--- config.mk ---
export PLATFORM = sky130hd
export DESIGN_NAME = dmem_arbiter_flat
export DESIGN_NICKNAME = d
export VERILOG_FILES = /design/src/rtl/dmem_arbiter_if.sv /design/src/rtl/dmem_arbiter.sv /design/src/flat_wrapper.sv
export SDC_FILE = /design/constraint.sdc
export NUM_CORES = 1
export LEC_CHECK = 0
export BUFFER_PORTS_ARGS = -buffer_cell sky130_fd_sc_hd__buf_2
export CORE_AREA = 2 2 57 59
export DETAILED_ROUTE_END_ITERATION = 16
export DIE_AREA = 0 0 59 61
export PLACE_DENSITY = 0.74
export SETUP_SLACK_MARGIN = 0.1
export SLEW_MARGIN = 25
export SYNTH_ARGS = -nofsm -noshare
export SYNTH_HDL_FRONTEND = slang
export SYNTH_SLANG_ARGS = --single-unit
--- constraint.sdc ---
create_clock -name clk -period 1.7 [get_ports clk]
set_clock_uncertainty 0.15 [all_clocks]
set_input_delay 0.34 -clock clk [delete_from_list [all_inputs] [get_ports clk]]
set_output_delay 0.34 -clock clk [all_outputs]
set_load 0.1 [all_outputs]
--- src/rtl/dmem_arbiter_if.sv ---
// dmem_arbiter_if: CPU, DMA and memory-port bundle for dmem_arbiter.
// slave is the arbiter's view; master is the environment's view.
interface dmem_arbiter_if #(
   parameter int DATA_W = 16,
   parameter int ADDR_W = 8
);
   logic              cpu_req, cpu_we, cpu_stall, cpu_rvalid;
   logic [ADDR_W-1:0] cpu_addr;
   logic [DATA_W-1:0] cpu_wdata, cpu_rdata;
   logic              dma_req, dma_we, dma_last, dma_gnt, dma_rvalid;
   logic [ADDR_W-1:0] dma_addr;
   logic [DATA_W-1:0] dma_wdata, dma_rdata;
   logic              mem_en, mem_we;
   logic [ADDR_W-1:0] mem_addr;
   logic [DATA_W-1:0] mem_wdata, mem_rdata;
   modport slave (
      input  cpu_req, cpu_we, cpu_addr, cpu_wdata,
      output cpu_stall, cpu_rdata, cpu_rvalid,
      input  dma_req, dma_we, dma_addr, dma_wdata, dma_last,
      output dma_gnt, dma_rdata, dma_rvalid,
      output mem_en, mem_we, mem_addr, mem_wdata,
      input  mem_rdata
   );
   modport master (
      output cpu_req, cpu_we, cpu_addr, cpu_wdata,
      input  cpu_stall, cpu_rdata, cpu_rvalid,
      output dma_req, dma_we, dma_addr, dma_wdata, dma_last,
      input  dma_gnt, dma_rdata, dma_rvalid,
      input  mem_en, mem_we, mem_addr, mem_wdata,
      output mem_rdata
   );
endinterface

--- src/rtl/dmem_arbiter.sv ---
// dmem_arbiter: CPU/DMA arbiter for a single-port synchronous data memory with DMA bursts.
// Define DMEM_ARB_RR_EN for round-robin on contested idle cycles (default: fixed CPU priority).
module dmem_arbiter #(
   parameter int DATA_W    = 16,
   parameter int ADDR_W    = 8,
   parameter int BURST_MAX = 4
) (
   input logic             clk,
   input logic             rst_n,
   dmem_arbiter_if.slave   bus
);
   localparam int CW = $clog2(BURST_MAX + 1);
   typedef enum logic {IDLE, DMA_BURST} state_e;
   state_e            state_q, state_d;
   logic [CW-1:0]     cnt_q, cnt_d;
   logic [1:0]        owner_q, owner_d;
   logic              cpu_gnt, dma_gnt, dma_wins;
   logic [ADDR_W-1:0] addr_w;
   logic [DATA_W-1:0] wdata_w, rdata_w;
`ifdef DMEM_ARB_RR_EN
   logic ptr_q, ptr_d;
   assign dma_wins = ptr_q;
   // pointer names the loser of the last contested idle grant
   assign ptr_d = (state_q == IDLE && bus.cpu_req && bus.dma_req) ? ~dma_gnt : ptr_q;
   always_ff @(posedge clk or negedge rst_n)
      if (!rst_n) ptr_q <= 1'b0;
      else        ptr_q <= ptr_d;
`else
   assign dma_wins = 1'b0;
`endif
   // grants are forced low during reset so nothing reaches memory
   assign dma_gnt = rst_n & bus.dma_req & ((state_q == DMA_BURST) | ~bus.cpu_req | dma_wins);
   assign cpu_gnt = rst_n & bus.cpu_req & ~dma_gnt;
   always_comb begin
      state_d = state_q;
      cnt_d   = cnt_q;
      owner_d = {dma_gnt & ~bus.dma_we, cpu_gnt & ~bus.cpu_we};
      if (state_q == IDLE) begin
         state_d = (dma_gnt && !bus.dma_last) ? DMA_BURST : IDLE;
         cnt_d   = (dma_gnt && !bus.dma_last) ? CW'(1) : '0;
      end else if (!bus.dma_req || bus.dma_last || cnt_q == CW'(BURST_MAX - 1)) begin
         state_d = IDLE;
         cnt_d   = '0;
      end else
         cnt_d = cnt_q + 1'b1;
   end
   always_ff @(posedge clk or negedge rst_n)
      if (!rst_n) begin
         state_q <= IDLE;
         cnt_q   <= '0;
         owner_q <= '0;
      end else begin
         state_q <= state_d;
         cnt_q   <= cnt_d;
         owner_q <= owner_d;
      end
   assign addr_w  = dma_gnt ? bus.dma_addr  : cpu_gnt ? bus.cpu_addr  : '0;
   assign wdata_w = dma_gnt ? bus.dma_wdata : cpu_gnt ? bus.cpu_wdata : '0;
   assign rdata_w = bus.mem_rdata;
   assign bus.mem_en     = cpu_gnt | dma_gnt;
   assign bus.mem_we     = dma_gnt ? bus.dma_we : cpu_gnt & bus.cpu_we;
   assign bus.mem_addr   = addr_w;
   assign bus.mem_wdata  = wdata_w;
   assign bus.dma_gnt    = dma_gnt;
   assign bus.cpu_stall  = rst_n & bus.cpu_req & ~cpu_gnt;
   assign bus.cpu_rvalid = owner_q[0];
   assign bus.dma_rvalid = owner_q[1];
   assign bus.cpu_rdata  = owner_q[0] ? rdata_w : '0;
   assign bus.dma_rdata  = owner_q[1] ? rdata_w : '0;
endmodule
--- src/flat_wrapper.sv ---
// flat-port wrapper written by rule: the top's interface ports become plain ports
module dmem_arbiter_flat 
#(
   parameter int DATA_W    = 16,
   parameter int ADDR_W    = 8,
   parameter int BURST_MAX = 4
)
  (clk, rst_n, bus_cpu_req, bus_cpu_we, bus_cpu_addr, bus_cpu_wdata, bus_cpu_stall, bus_cpu_rdata, bus_cpu_rvalid, bus_dma_req, bus_dma_we, bus_dma_addr, bus_dma_wdata, bus_dma_last, bus_dma_gnt, bus_dma_rdata, bus_dma_rvalid, bus_mem_en, bus_mem_we, bus_mem_addr, bus_mem_wdata, bus_mem_rdata);
  dmem_arbiter_if #(.DATA_W(DATA_W), .ADDR_W(ADDR_W)) bus_i ();
  input logic clk;
  input logic rst_n;
  input wire logic [$bits(bus_i.cpu_req)-1:0] bus_cpu_req;
  input wire logic [$bits(bus_i.cpu_we)-1:0] bus_cpu_we;
  input wire logic [$bits(bus_i.cpu_addr)-1:0] bus_cpu_addr;
  input wire logic [$bits(bus_i.cpu_wdata)-1:0] bus_cpu_wdata;
  output wire logic [$bits(bus_i.cpu_stall)-1:0] bus_cpu_stall;
  output wire logic [$bits(bus_i.cpu_rdata)-1:0] bus_cpu_rdata;
  output wire logic [$bits(bus_i.cpu_rvalid)-1:0] bus_cpu_rvalid;
  input wire logic [$bits(bus_i.dma_req)-1:0] bus_dma_req;
  input wire logic [$bits(bus_i.dma_we)-1:0] bus_dma_we;
  input wire logic [$bits(bus_i.dma_addr)-1:0] bus_dma_addr;
  input wire logic [$bits(bus_i.dma_wdata)-1:0] bus_dma_wdata;
  input wire logic [$bits(bus_i.dma_last)-1:0] bus_dma_last;
  output wire logic [$bits(bus_i.dma_gnt)-1:0] bus_dma_gnt;
  output wire logic [$bits(bus_i.dma_rdata)-1:0] bus_dma_rdata;
  output wire logic [$bits(bus_i.dma_rvalid)-1:0] bus_dma_rvalid;
  output wire logic [$bits(bus_i.mem_en)-1:0] bus_mem_en;
  output wire logic [$bits(bus_i.mem_we)-1:0] bus_mem_we;
  output wire logic [$bits(bus_i.mem_addr)-1:0] bus_mem_addr;
  output wire logic [$bits(bus_i.mem_wdata)-1:0] bus_mem_wdata;
  input wire logic [$bits(bus_i.mem_rdata)-1:0] bus_mem_rdata;
  assign bus_i.cpu_req = bus_cpu_req;
  assign bus_i.cpu_we = bus_cpu_we;
  assign bus_i.cpu_addr = bus_cpu_addr;
  assign bus_i.cpu_wdata = bus_cpu_wdata;
  assign bus_cpu_stall = bus_i.cpu_stall;
  assign bus_cpu_rdata = bus_i.cpu_rdata;
  assign bus_cpu_rvalid = bus_i.cpu_rvalid;
  assign bus_i.dma_req = bus_dma_req;
  assign bus_i.dma_we = bus_dma_we;
  assign bus_i.dma_addr = bus_dma_addr;
  assign bus_i.dma_wdata = bus_dma_wdata;
  assign bus_i.dma_last = bus_dma_last;
  assign bus_dma_gnt = bus_i.dma_gnt;
  assign bus_dma_rdata = bus_i.dma_rdata;
  assign bus_dma_rvalid = bus_i.dma_rvalid;
  assign bus_mem_en = bus_i.mem_en;
  assign bus_mem_we = bus_i.mem_we;
  assign bus_mem_addr = bus_i.mem_addr;
  assign bus_mem_wdata = bus_i.mem_wdata;
  assign bus_i.mem_rdata = bus_mem_rdata;
  dmem_arbiter #(.DATA_W(DATA_W), .ADDR_W(ADDR_W), .BURST_MAX(BURST_MAX)) u_core (.clk(clk), .rst_n(rst_n), .bus(bus_i));
endmodule
==> impl_summary.md, run 1 <==
Outcome
The run stopped with a tool error. It got as far as clock tree synthesis (4_1_cts) and failed there. The first error in the log reads "[ERROR DPL-0033] detailed placement checks failed during check placement".

Synthesis
The most used flip-flop cell after synthesis is sky130_fd_sc_hd__dfrtp_1. The number of nets produced by synthesis is 165. The most common cell in the netlist is sky130_fd_sc_hd__and2_1. The mean instance size in the synthesized netlist is 8.62 sq um. The number of synthesized flops with an enable pin is 0. The total of flip-flops plus latches after synthesis is 6.

The synthesized netlist contains 22 unique library cells. After synthesis, the most frequently instantiated cells are 32 x sky130_fd_sc_hd__and2_1, 15 x sky130_fd_sc_hd__a22o_1, 9 x sky130_fd_sc_hd__a22o_2. The cell type with the largest total area after synthesis is sky130_fd_sc_hd__and2_1.

The post-synthesis sequential area ratio is 18.9%. In the post-synthesis netlist, the biggest area contributors are sky130_fd_sc_hd__and2_1 25%, sky130_fd_sc_hd__dfrtp_1 19%, sky130_fd_sc_hd__a22o_1 17%, sky130_fd_sc_hd__a22o_2 11%, sky130_fd_sc_hd__a21oi_4 4.1%. Of all flip-flops after synthesis, the portion carrying an async set or reset was 100%. The number of instances in the synthesized netlist is 92. Summing every instance area after synthesis gives 793 sq um. The top-area cell type share of the netlist area is 25.2%. For this run, the number of Yosys warnings is 0.

Die
The boundary pin count is 133. The starting utilization of the core area is 26.9%. The die is 59 microns wide. The die span in y is 61 microns. The number of standard-cell rows in the floorplan is 20.

Clock tree
Post-CTS timing repair inserted 13 buffers for setup. The total clock sinks is 6. The depth of the CTS H-tree is 1. The number of instances resized during post-cts repair is 15. The worst-case clock buffer depth is 2. Buffers inserted to repair hold after CTS numbered 1. The number of buffers inserted during clock tree synthesis is 3. The root buffer cell chosen for the clock tree is sky130_fd_sc_hd__clkbuf_4.

Placement
The congestion estimate from routability-driven global placement came to 0.753. The count of buffers inserted at the top-level ports is 132. The post-DP HPWL is 4240 microns.
-- per-stage QoR --
stage / cells / worst slack (ns) / cell area (sq um) / utilization [%]
after detailed placement: 258 / -0.154 / 2720 / 92.2
after global placement: 258 / -0.126 / 2720 / 92.2
after floorplan: 92 / -0.116 / 1090 / -
-- kinds of logic after synthesis --
kind of cell / count (synthesis) / synth area share (%)
AOI/OAI and AO/OA: 29 / 34.5
buffers and inverters: 9 / 7.10
and+or+nand+nor: 45 / 34.9
adders and majority gates: 2 / 3.15
DFF: 6 / 18.9
muxes: 1 / 1.42
==> inputs of run 2 (changes only) <==
Settings changed: CORE_AREA 2 2 57 59 to 2 2 65 67, DIE_AREA 0 0 59 61 to 0 0 67 69, PLACE_DENSITY 0.74 to unset, PLACE_DENSITY_LB_ADDON set to 0.15, SETUP_SLACK_MARGIN 0.1 to unset.
==> impl_summary.md, run 2 <==
Placement
The post-DP HPWL is 3600 microns (-15%). The count of buffers inserted at the top-level ports was 132 (unchanged). The number of placed instances, taps included is 274 (+6.2%). The post-place setup slack was -0.132 ns (+0.0220 ns). The cell area after placement is 2730 sq um (+0.32%).

The last weighted congestion value of the routability-driven placer was 0.770 (+2.3%).

STA
For the pin with the worst max-slew slack, the measured transition is 0.259 ns. Timing would allow up to 511 MHz. Setup violations remaining at the end of the flow were counted as 27. Setup repair after global routing could not meet its margin everywhere. The final count of hold timing violations is 0. Final hold analysis gives a worst-case slack of 0.250 ns. The worst pin sits at a relative slew slack of 82.7%. The count of pins over their slew limit is 0. Summed over all failing endpoints, the final setup total negative slack is -5.74 ns. The period utilization is 115%. Across all setup checks in the final design, the least slack found is -0.256 ns. Subtracting the final worst setup slack from the clock period gives 1.96 ns.

Finish
For this run, the post-layout net count is 308. In the final layout, the registers with the most flip-flops are u_core.cnt_q: 3 flops, u_core.owner_q: 2 flops, u_core.state_q: 1 flops. The number of flip-flops in the largest register is 3.

Counting flops per register, the top entry is u_core.cnt_q. The fraction of the core area covered by cells at the end of the flow is 72.6%. The finished cells cover 2840 sq um. In the final layout, the share of cells above drive strength 1 is 90.6%. The final cell count without fillers is 284. Leaving out fill and tap cells, the most frequent cells in the layout are 70 x sky130_fd_sc_hd__buf_2, 65 x sky130_fd_sc_hd__buf_12, 24 x sky130_fd_sc_hd__and2_4. Relative to the synthesized area, the layout overhead comes to 258%. The library cell used most frequently in the layout, excluding fill and tap cells, is sky130_fd_sc_hd__buf_2. The number of inserted diodes is 0.

Synthesis
The summed instance area of the synthesized netlist was 793 sq um (unchanged). The most common cell in the netlist is sky130_fd_sc_hd__and2_1. The number of synthesized flops with an enable pin is 0 (unchanged).

The share of flip-flops with an asynchronous set or reset was 100% (unchanged). The number of warnings issued by yosys is 0 (unchanged). By count the netlist is led by 32 x sky130_fd_sc_hd__and2_1, 15 x sky130_fd_sc_hd__a22o_1, 9 x sky130_fd_sc_hd__a22o_2. The number of nets produced by synthesis came to 165 (unchanged). The mean instance size in the synthesized netlist is 8.62 sq um (unchanged).

The number of instances in the synthesized netlist is 92 (unchanged). Of all cell types, the one taking the most synthesized area is sky130_fd_sc_hd__and2_1. The count of different cell masters after synthesis is 22 (unchanged). Yosys attributes the largest share of cell area to sky130_fd_sc_hd__and2_1 25%, sky130_fd_sc_hd__dfrtp_1 19%, sky130_fd_sc_hd__a22o_1 17%, sky130_fd_sc_hd__a22o_2 11%, sky130_fd_sc_hd__a21oi_4 4.1%. The post-synthesis sequential area ratio is 18.9% (unchanged). The top-area cell type share of the netlist area is 25.2% (unchanged). The leading register cell type out of synthesis is sky130_fd_sc_hd__dfrtp_1. The total of flip-flops plus latches after synthesis came to 6 (unchanged).

Drt
The sum of met3 wire segment lengths after detailed routing is 586 microns. After detailed routing, the total wire length is 4110 microns. The detailed route wirelength on metal2 is 2250 microns. The first routing iteration left 19 violations. The mean routed wirelength per cell is 14.5 microns. Using the TritonRoute via totals, the vias-per-cell ratio works out to 4.48. After detailed routing, the wire length on met1 is 1260 microns. The pre-antenna-repair detailed-routing pass consisted of 4 iterations. The remaining routing DRC violations is 0.

The remaining number of nets flagged by the antenna check after routing is 0. The uppermost metal layer occupied by signal nets is met4. Summing over every cut layer, the via total after detailed routing is 1273.

Die
The floorplan step defined a core boundary enclosing 3910 sq um. The die area is 4620 sq um. The number of standard-cell rows in the floorplan is 23 (+15%). The boundary pin count is 133 (unchanged).

The horizontal die dimension is 67 microns (+14%). The starting utilization of the core area was 20.3% (-6.6 points). The die span in y was 69 microns (+13%).

Clock tree
The number of buffers inserted during clock tree synthesis is 3 (unchanged). Clock tree synthesis selected as its root buffer the cell sky130_fd_sc_hd__clkbuf_8. The total clock sinks came to 6 (unchanged). The clock slew at the register clock pins of the worst setup and hold paths is 0.04 ns.

The later pin in the worst-skew pair is clocked with a latency of 0.22 ns. The depth of the CTS H-tree was 1 (unchanged). The CTS tree is yes. The worst-case clock buffer depth is 2 (unchanged).

Outcome
The checks that failed: negative setup slack. The flow ran to the end, but the final reports show violations.

Worst setup path
Along the worst path, the maximum fanout reaches 19. The kind of capture point of the worst setup path is an output port. The critical path class is register to output port.

The arrival time of the worst setup path is 1.47 ns. The startpoint type of the worst setup path is a register. The critical path goes through inv_2 -> a21oi_4 -> buf_12 -> a22o_2 -> buf_12. The data required time of the worst path is 1.21 ns. The number of buffer and inverter instances along the worst setup path is 3. The family with the most delay on the worst path is buffers and inverters.

The critical path's largest stage delay is 0.41 ns. The largest individual stage delay along the critical path comes from the cell sky130_fd_sc_hd__dfrtp_2. By instance count, the cell type seen most on the critical path is sky130_fd_sc_hd__buf_12.

GRT
Global routing used 17.9% of the available tracks across all layers. The first-pass GRT wire length is 6580 microns. The number of antenna violations at the first check in global routing was 0. Entering global routing, the biggest net connects 20 pins. The leftover overflow at the end of global routing is 0.

The via count of the first global-routing pass is 1382.

Power and ir drop
After layout, the design draws a total of 1.38 mW. The worst-case IR drop observed on VDD is 0.000369 V. The power per cell area is 485 nW/um^2. Summed over all cells, the static leakage comes to 1.37 nW.

Job
The max-cap violation count is 0.

Hold path
The min-delay analysis places its worst path in the category input pin to register.
==> run 2: power by group <==
part	internal [mW]	switching, mW	total, mW
clock network	0.161	0.0633	0.225
logic	0.395	0.602	0.997
registers	0.148	0.00751	0.156
total	0.705	0.673	1.38
==> run 2: what timing repair did <==
action	in CTS	in global routing
buffers inserted	1	4
gates cloned	0	0
endpoints found under the setup margin	27	39
pin swaps	0	7
gates resized for setup	2	8
endpoints found under the hold margin	6	0
hold buffers	1	0
==> run 2: worst register-to-register path, cell delays in order, from the launching register on <==
cell and delay, ns:
sky130_fd_sc_hd__dfrtp_1 0.37, sky130_fd_sc_hd__ha_1 0.20, sky130_fd_sc_hd__ha_1 0.17, sky130_fd_sc_hd__or2b_1 0.26
sky130_fd_sc_hd__o21a_1 0.18, sky130_fd_sc_hd__nor2_1 0.07
==> run 2: worst paths after layout <==
path                                               end  slack (ns)  cells past startpoint                      start
hold / removal             u_core.owner_q[1]$_DFF_PN0_        0.25                      2                 bus_dma_we
setup reg to reg             u_core.cnt_q[0]$_DFF_PN0_        0.23                      5  u_core.cnt_q[0]$_DFF_PN0_
hold reg to reg              u_core.cnt_q[0]$_DFF_PN0_        0.38                      2  u_core.cnt_q[0]$_DFF_PN0_
min in group asynchronous  u_core.owner_q[0]$_DFF_PN0_        0.52                      3                      rst_n
max in group asynchronous  u_core.owner_q[1]$_DFF_PN0_        0.65                      3                      rst_n
setup / recovery                       bus_mem_addr[7]       -0.26                      5   u_core.state_q$_DFF_PN0_
==> run 2: area by class of cell <==
| cell class | count | area (sq um) |
|---|---|---|
| tap | 50 | 62.6 |
| sequential | 6 | 159 |
| fill | 275 | 1070 |
| multi-input combinational | 77 | 830 |
| inverter | 3 | 11.3 |
| timing repair buffer | 144 | 1730 |
| clock buffer | 4 | 45.0 |
==> run 2: cells by family (layout without fill, tap and decap cells) <==
logic type               count (synthesis)  count (layout)  synth area share (%)
AND/OR/NAND/NOR                         45              45                  34.9
AO/OA/AOI/OAI                           29              29                  34.5
adder cells (fa/ha/maj)                  2               2                  3.15
multiplexers                             1               1                  1.42
buffers and inverters                    9             151                  7.10
flip-flops                               6               6                  18.9
==> run 2: routing by layer <==
metal,vias up,global-route usage (%)
met3,2,6.53
met1,567,18.1
met2,92,33.9
met5,-,0
met4,0,3.40
li1,612,-
Note: power is estimated with default switching activity, not from simulation.
==> inputs of run 3 (changes only) <==
Settings changed: ABC_AREA set to 1, CORE_AREA 2 2 65 67 to 2 2 74 76, DIE_AREA 0 0 67 69 to 0 0 76 78, GPL_ROUTABILITY_DRIVEN set to 0.
==> impl_summary.md, run 3 <==
STA
The minimum clock period after layout is 1.83 ns (-0.122 ns). Setup repair after global routing could not meet its margin everywhere. The final count of hold timing violations was 0 (unchanged). The period utilization is 108% (-7.2 points). The count of pins over their slew limit came to 0 (unchanged). The final worst-path setup slack is -0.134 ns (+0.122 ns).

The highest attainable clock frequency was 545 MHz (+6.7%). The transition at the pin with the smallest max-transition slack is 0.221 ns (-0.0372 ns). The setup TNS after final layout is -3.37 ns (+2.37 ns). The relative slew slack was 85.2% (+2.5 points). The total setup violations reported at the end of the flow is 54 (+100%).

Synthesis
The summed instance area of the synthesized netlist was 1030 sq um (+30%). The number of warnings issued by yosys is 0 (unchanged). The cell type with the largest total area after synthesis is sky130_fd_sc_hd__nand2_1.

The number of synthesized flops with an enable pin is 0 (unchanged). The number of nets produced by synthesis is 258 (+56%). The top-area cell type share of the netlist area is 22.5% (-2.7 points). The share of flip-flops with an asynchronous set or reset is 100% (unchanged).

The count of different cell masters after synthesis was 18 (-18%). The mean instance size in the synthesized netlist is 5.59 sq um (-35%). The total of flip-flops plus latches after synthesis was 6 (unchanged). The most used flip-flop cell after synthesis is sky130_fd_sc_hd__dfrtp_1. Sorting the synthesized cells by how often they occur yields 62 x sky130_fd_sc_hd__nand2_1, 42 x sky130_fd_sc_hd__nand3_1, 37 x sky130_fd_sc_hd__inv_1. The post-synthesis sequential area ratio is 14.5% (-4.4 points). The number of instances in the synthesized netlist is 185 (+100%). Ranked by total cell area, the synthesized netlist is headed by sky130_fd_sc_hd__nand2_1 22%, sky130_fd_sc_hd__nand3_1 20%, sky130_fd_sc_hd__dfrtp_1 15%, sky130_fd_sc_hd__inv_1 13%, sky130_fd_sc_hd__nand3_2 9.7%. In the post-synthesis netlist, the cell with the most instances is sky130_fd_sc_hd__nand2_1.

Drt
The detailed-router iteration count before antenna repair is 4 (unchanged). The remaining number of nets flagged by the antenna check after routing is 0 (unchanged). The remaining routing DRC violations is 0 (unchanged). The final wirelength is 5250 microns (+28%). The count of vias placed by the detailed router came to 1736 (+36%). The mean routed wirelength per cell came to 13.3 microns (-8.2%). The number of DRC markers after the initial detailed-route iteration came to 32 (+13). The via density per instance is 4.39 (-2.0%).

Finish
The largest registers in the layout are u_core.cnt_q: 3 flops, u_core.owner_q: 2 flops, u_core.state_q: 1 flops. The register with the most flip-flops is u_core.cnt_q. The number of inserted diodes was 0 (unchanged). The final instance area is 3410 sq um (+20%).

Leaving out fill and tap cells, the most frequent cells in the layout are 69 x sky130_fd_sc_hd__buf_2, 66 x sky130_fd_sc_hd__buf_12, 38 x sky130_fd_sc_hd__nand2_4. The synthesis-to-finish area growth is 230%. The number of flip-flops in the largest register is 3 (unchanged). The count of filler cells inserted in the layout is 377 (+37%). The combined flip-flop and latch cell area is 159 sq um (unchanged). Leaving out fill and tap cells, the most frequent cell in the layout is sky130_fd_sc_hd__buf_2. The net count of the finished layout is 400 (+30%). The final cell count without fillers is 395 (+39%). The fraction of layout cells with a size suffix above 1 is 81.2% (-9.4 points). The area used by multi-input combinational logic is 1010 sq um (+22%).

Hold path
The path class of the lowest-slack min-delay path is input pin to register.

Clock tree
The clock slew at the register clock pins of the worst setup and hold paths was 0.04 ns (about the same). Clock tree synthesis selected as its root buffer the cell sky130_fd_sc_hd__clkbuf_8. The number of buffers inserted during clock tree synthesis came to 3 (unchanged). The worst-case clock buffer depth came to 2 (unchanged). The CTS tree is yes. The total clock sinks is 6 (unchanged).

The depth of the CTS H-tree is 1 (unchanged). The later-pin clock latency in the skew report is 0.22 ns (about the same).

Die
The number of standard-cell rows in the floorplan is 26 (+13%). The die area was 5930 sq um (+28%). The boundary pin count is 133 (unchanged). The die span in y is 78 microns (+13%).

The horizontal die dimension is 76 microns (+13%). The core area is 5040 sq um (+29%). The starting utilization of the core area came to 20.5% (+0.25 points).

Worst setup path
The critical path's largest stage delay is 0.44 ns (+0.03 ns). The maximum fanout encountered on the critical timing path is 14 (-5). The cell type of the slowest stage on the worst timing path is sky130_fd_sc_hd__dfrtp_2. Walking the worst path, the cells encountered are nand2_4 -> buf_12 -> nand3_1 -> nand2_4 -> buf_12.

The arrival time of the worst setup path is 1.34 ns (-0.13 ns). STA classifies the critical path endpoint as an output port. STA classifies the critical path startpoint as a register. The data required time of the worst path was 1.21 ns (about the same). The critical path class is register to output port.

Placement
The number of placed instances, taps included is 381 (+39%). The post-place setup slack is -0.0121 ns (+0.120 ns). The cell area after placement is 3130 sq um (+15%). The post-DP HPWL is 3890 microns (+8.0%).

The count of buffers inserted at the top-level ports is 132 (unchanged).

GRT
The leftover overflow at the end of global routing is 0 (unchanged). The global-route usage over all layers is 16.5% (-1.3 points). The via count of the first global-routing pass is 1723 (+25%).

The largest net degree at the start of global routing came to 28 (+40%). The number of antenna violations at the first check in global routing is 0 (unchanged). The first-pass GRT wire length came to 8250 microns (+25%).

Power and ir drop
The leakage dissipation is 1.60 nW (+16%). The maximum VDD drop is 0.000282 V (-24%). The total power came to 1.46 mW (+6.0%). The power per cell area is 428 nW/um^2 (-12%).

Job
The max-cap violation count came to 0 (unchanged).

Outcome
The checks that failed: negative setup slack. The flow ran to the end, but the final reports show violations.
-- run 3: cell types whose count changed after synthesis, sizes merged, moves of 3 or more --
cell	previous run	this run
nand2	3	66
nand3	0	52
a21oi	3	0
and2	32	0
inv	3	38
buf	4	10
a22o	24	0
nor2	2	6
-- run 3: where the power goes --
| part | total, mW | switching, mW | leakage, nW | internal (mW) |
|---|---|---|---|---|
| Sequential | 0.156 | 0.00752 | 0.0772 | 0.149 |
| Combinational | 1.08 | 0.701 | 1.50 | 0.382 |
| Clock | 0.221 | 0.0679 | 0.0216 | 0.153 |
-- run 3: logic make-up (layout without fill, tap and decap cells) --
group                      Yosys count  in the layout  share of synthesized area (%)
DFF                                  6              6                           14.5
and+or+nand+nor                    125            126                           58.0
adders and majority gates            2              2                           2.42
buffers and inverters               52            191                           25.0
-- run 3: worst paths after layout --
path	from	endpoint	slack, ns	depth (start not counted)
setup / recovery	u_core.state_q$_DFF_PN0_	bus_mem_addr[6]	-0.13	5
hold / removal	bus_dma_we	u_core.owner_q[1]$_DFF_PN0_	0.15	2
min in group asynchronous	rst_n	u_core.owner_q[1]$_DFF_PN0_	0.45	3
setup reg to reg	u_core.cnt_q[0]$_DFF_PN0_	u_core.cnt_q[1]$_DFF_PN0_	0.39	5
hold reg to reg	u_core.cnt_q[0]$_DFF_PN0_	u_core.cnt_q[0]$_DFF_PN0_	0.42	3
max in group asynchronous	rst_n	u_core.state_q$_DFF_PN0_	0.82	3
-- run 3: through the flow --
step	hold slack, ns	util (%)
CTS	0.132	65.6
global placement	0.129	62.1
floorplan	-0.106	-
detailed placement	0.129	62.1
finish	0.150	67.6
global route	0.135	67.6
-- run 3: area by class of cell --
type                            count  share of cell area, %
Multi-Input combinational cell    128                   29.7
Tap cell                           70                   2.57
Timing Repair Buffer              148                   53.4
Clock buffer                        3                   1.21
Inverter                           40                   8.51
Sequential cell                     6                   4.66
-- run 3: what timing repair did --
action / 4_1_cts / 5_1_grt
resized for setup: 13 / 12
setup endpoints to repair: 53 / 58
hold buffers: 1 / 0
cloned: 1 / 2
hold endpoints to repair: 6 / 0
setup buffers: 5 / 2
pin swaps: 4 / 1
-- run 3: critical path, delay by kind of cell, from the launching register on --
family	cells	cell delay [ns]
AND/OR/NAND/NOR	3	0.35
buffers and inverters	2	0.32
flip-flops	1	0.44
-- run 3: routing by layer --
layer  global-route usage [%]  routed length [microns]  up-vias  part of all wire, %
li1                         -                        -      844                    -
met1                     19.9                     2180      786                   41
met2                     30.5                     2620      102                   50
met3                     3.60                      415        4                  7.9
met4                     2.73                       33        0                 0.63
met5                        0                        0        -                    0
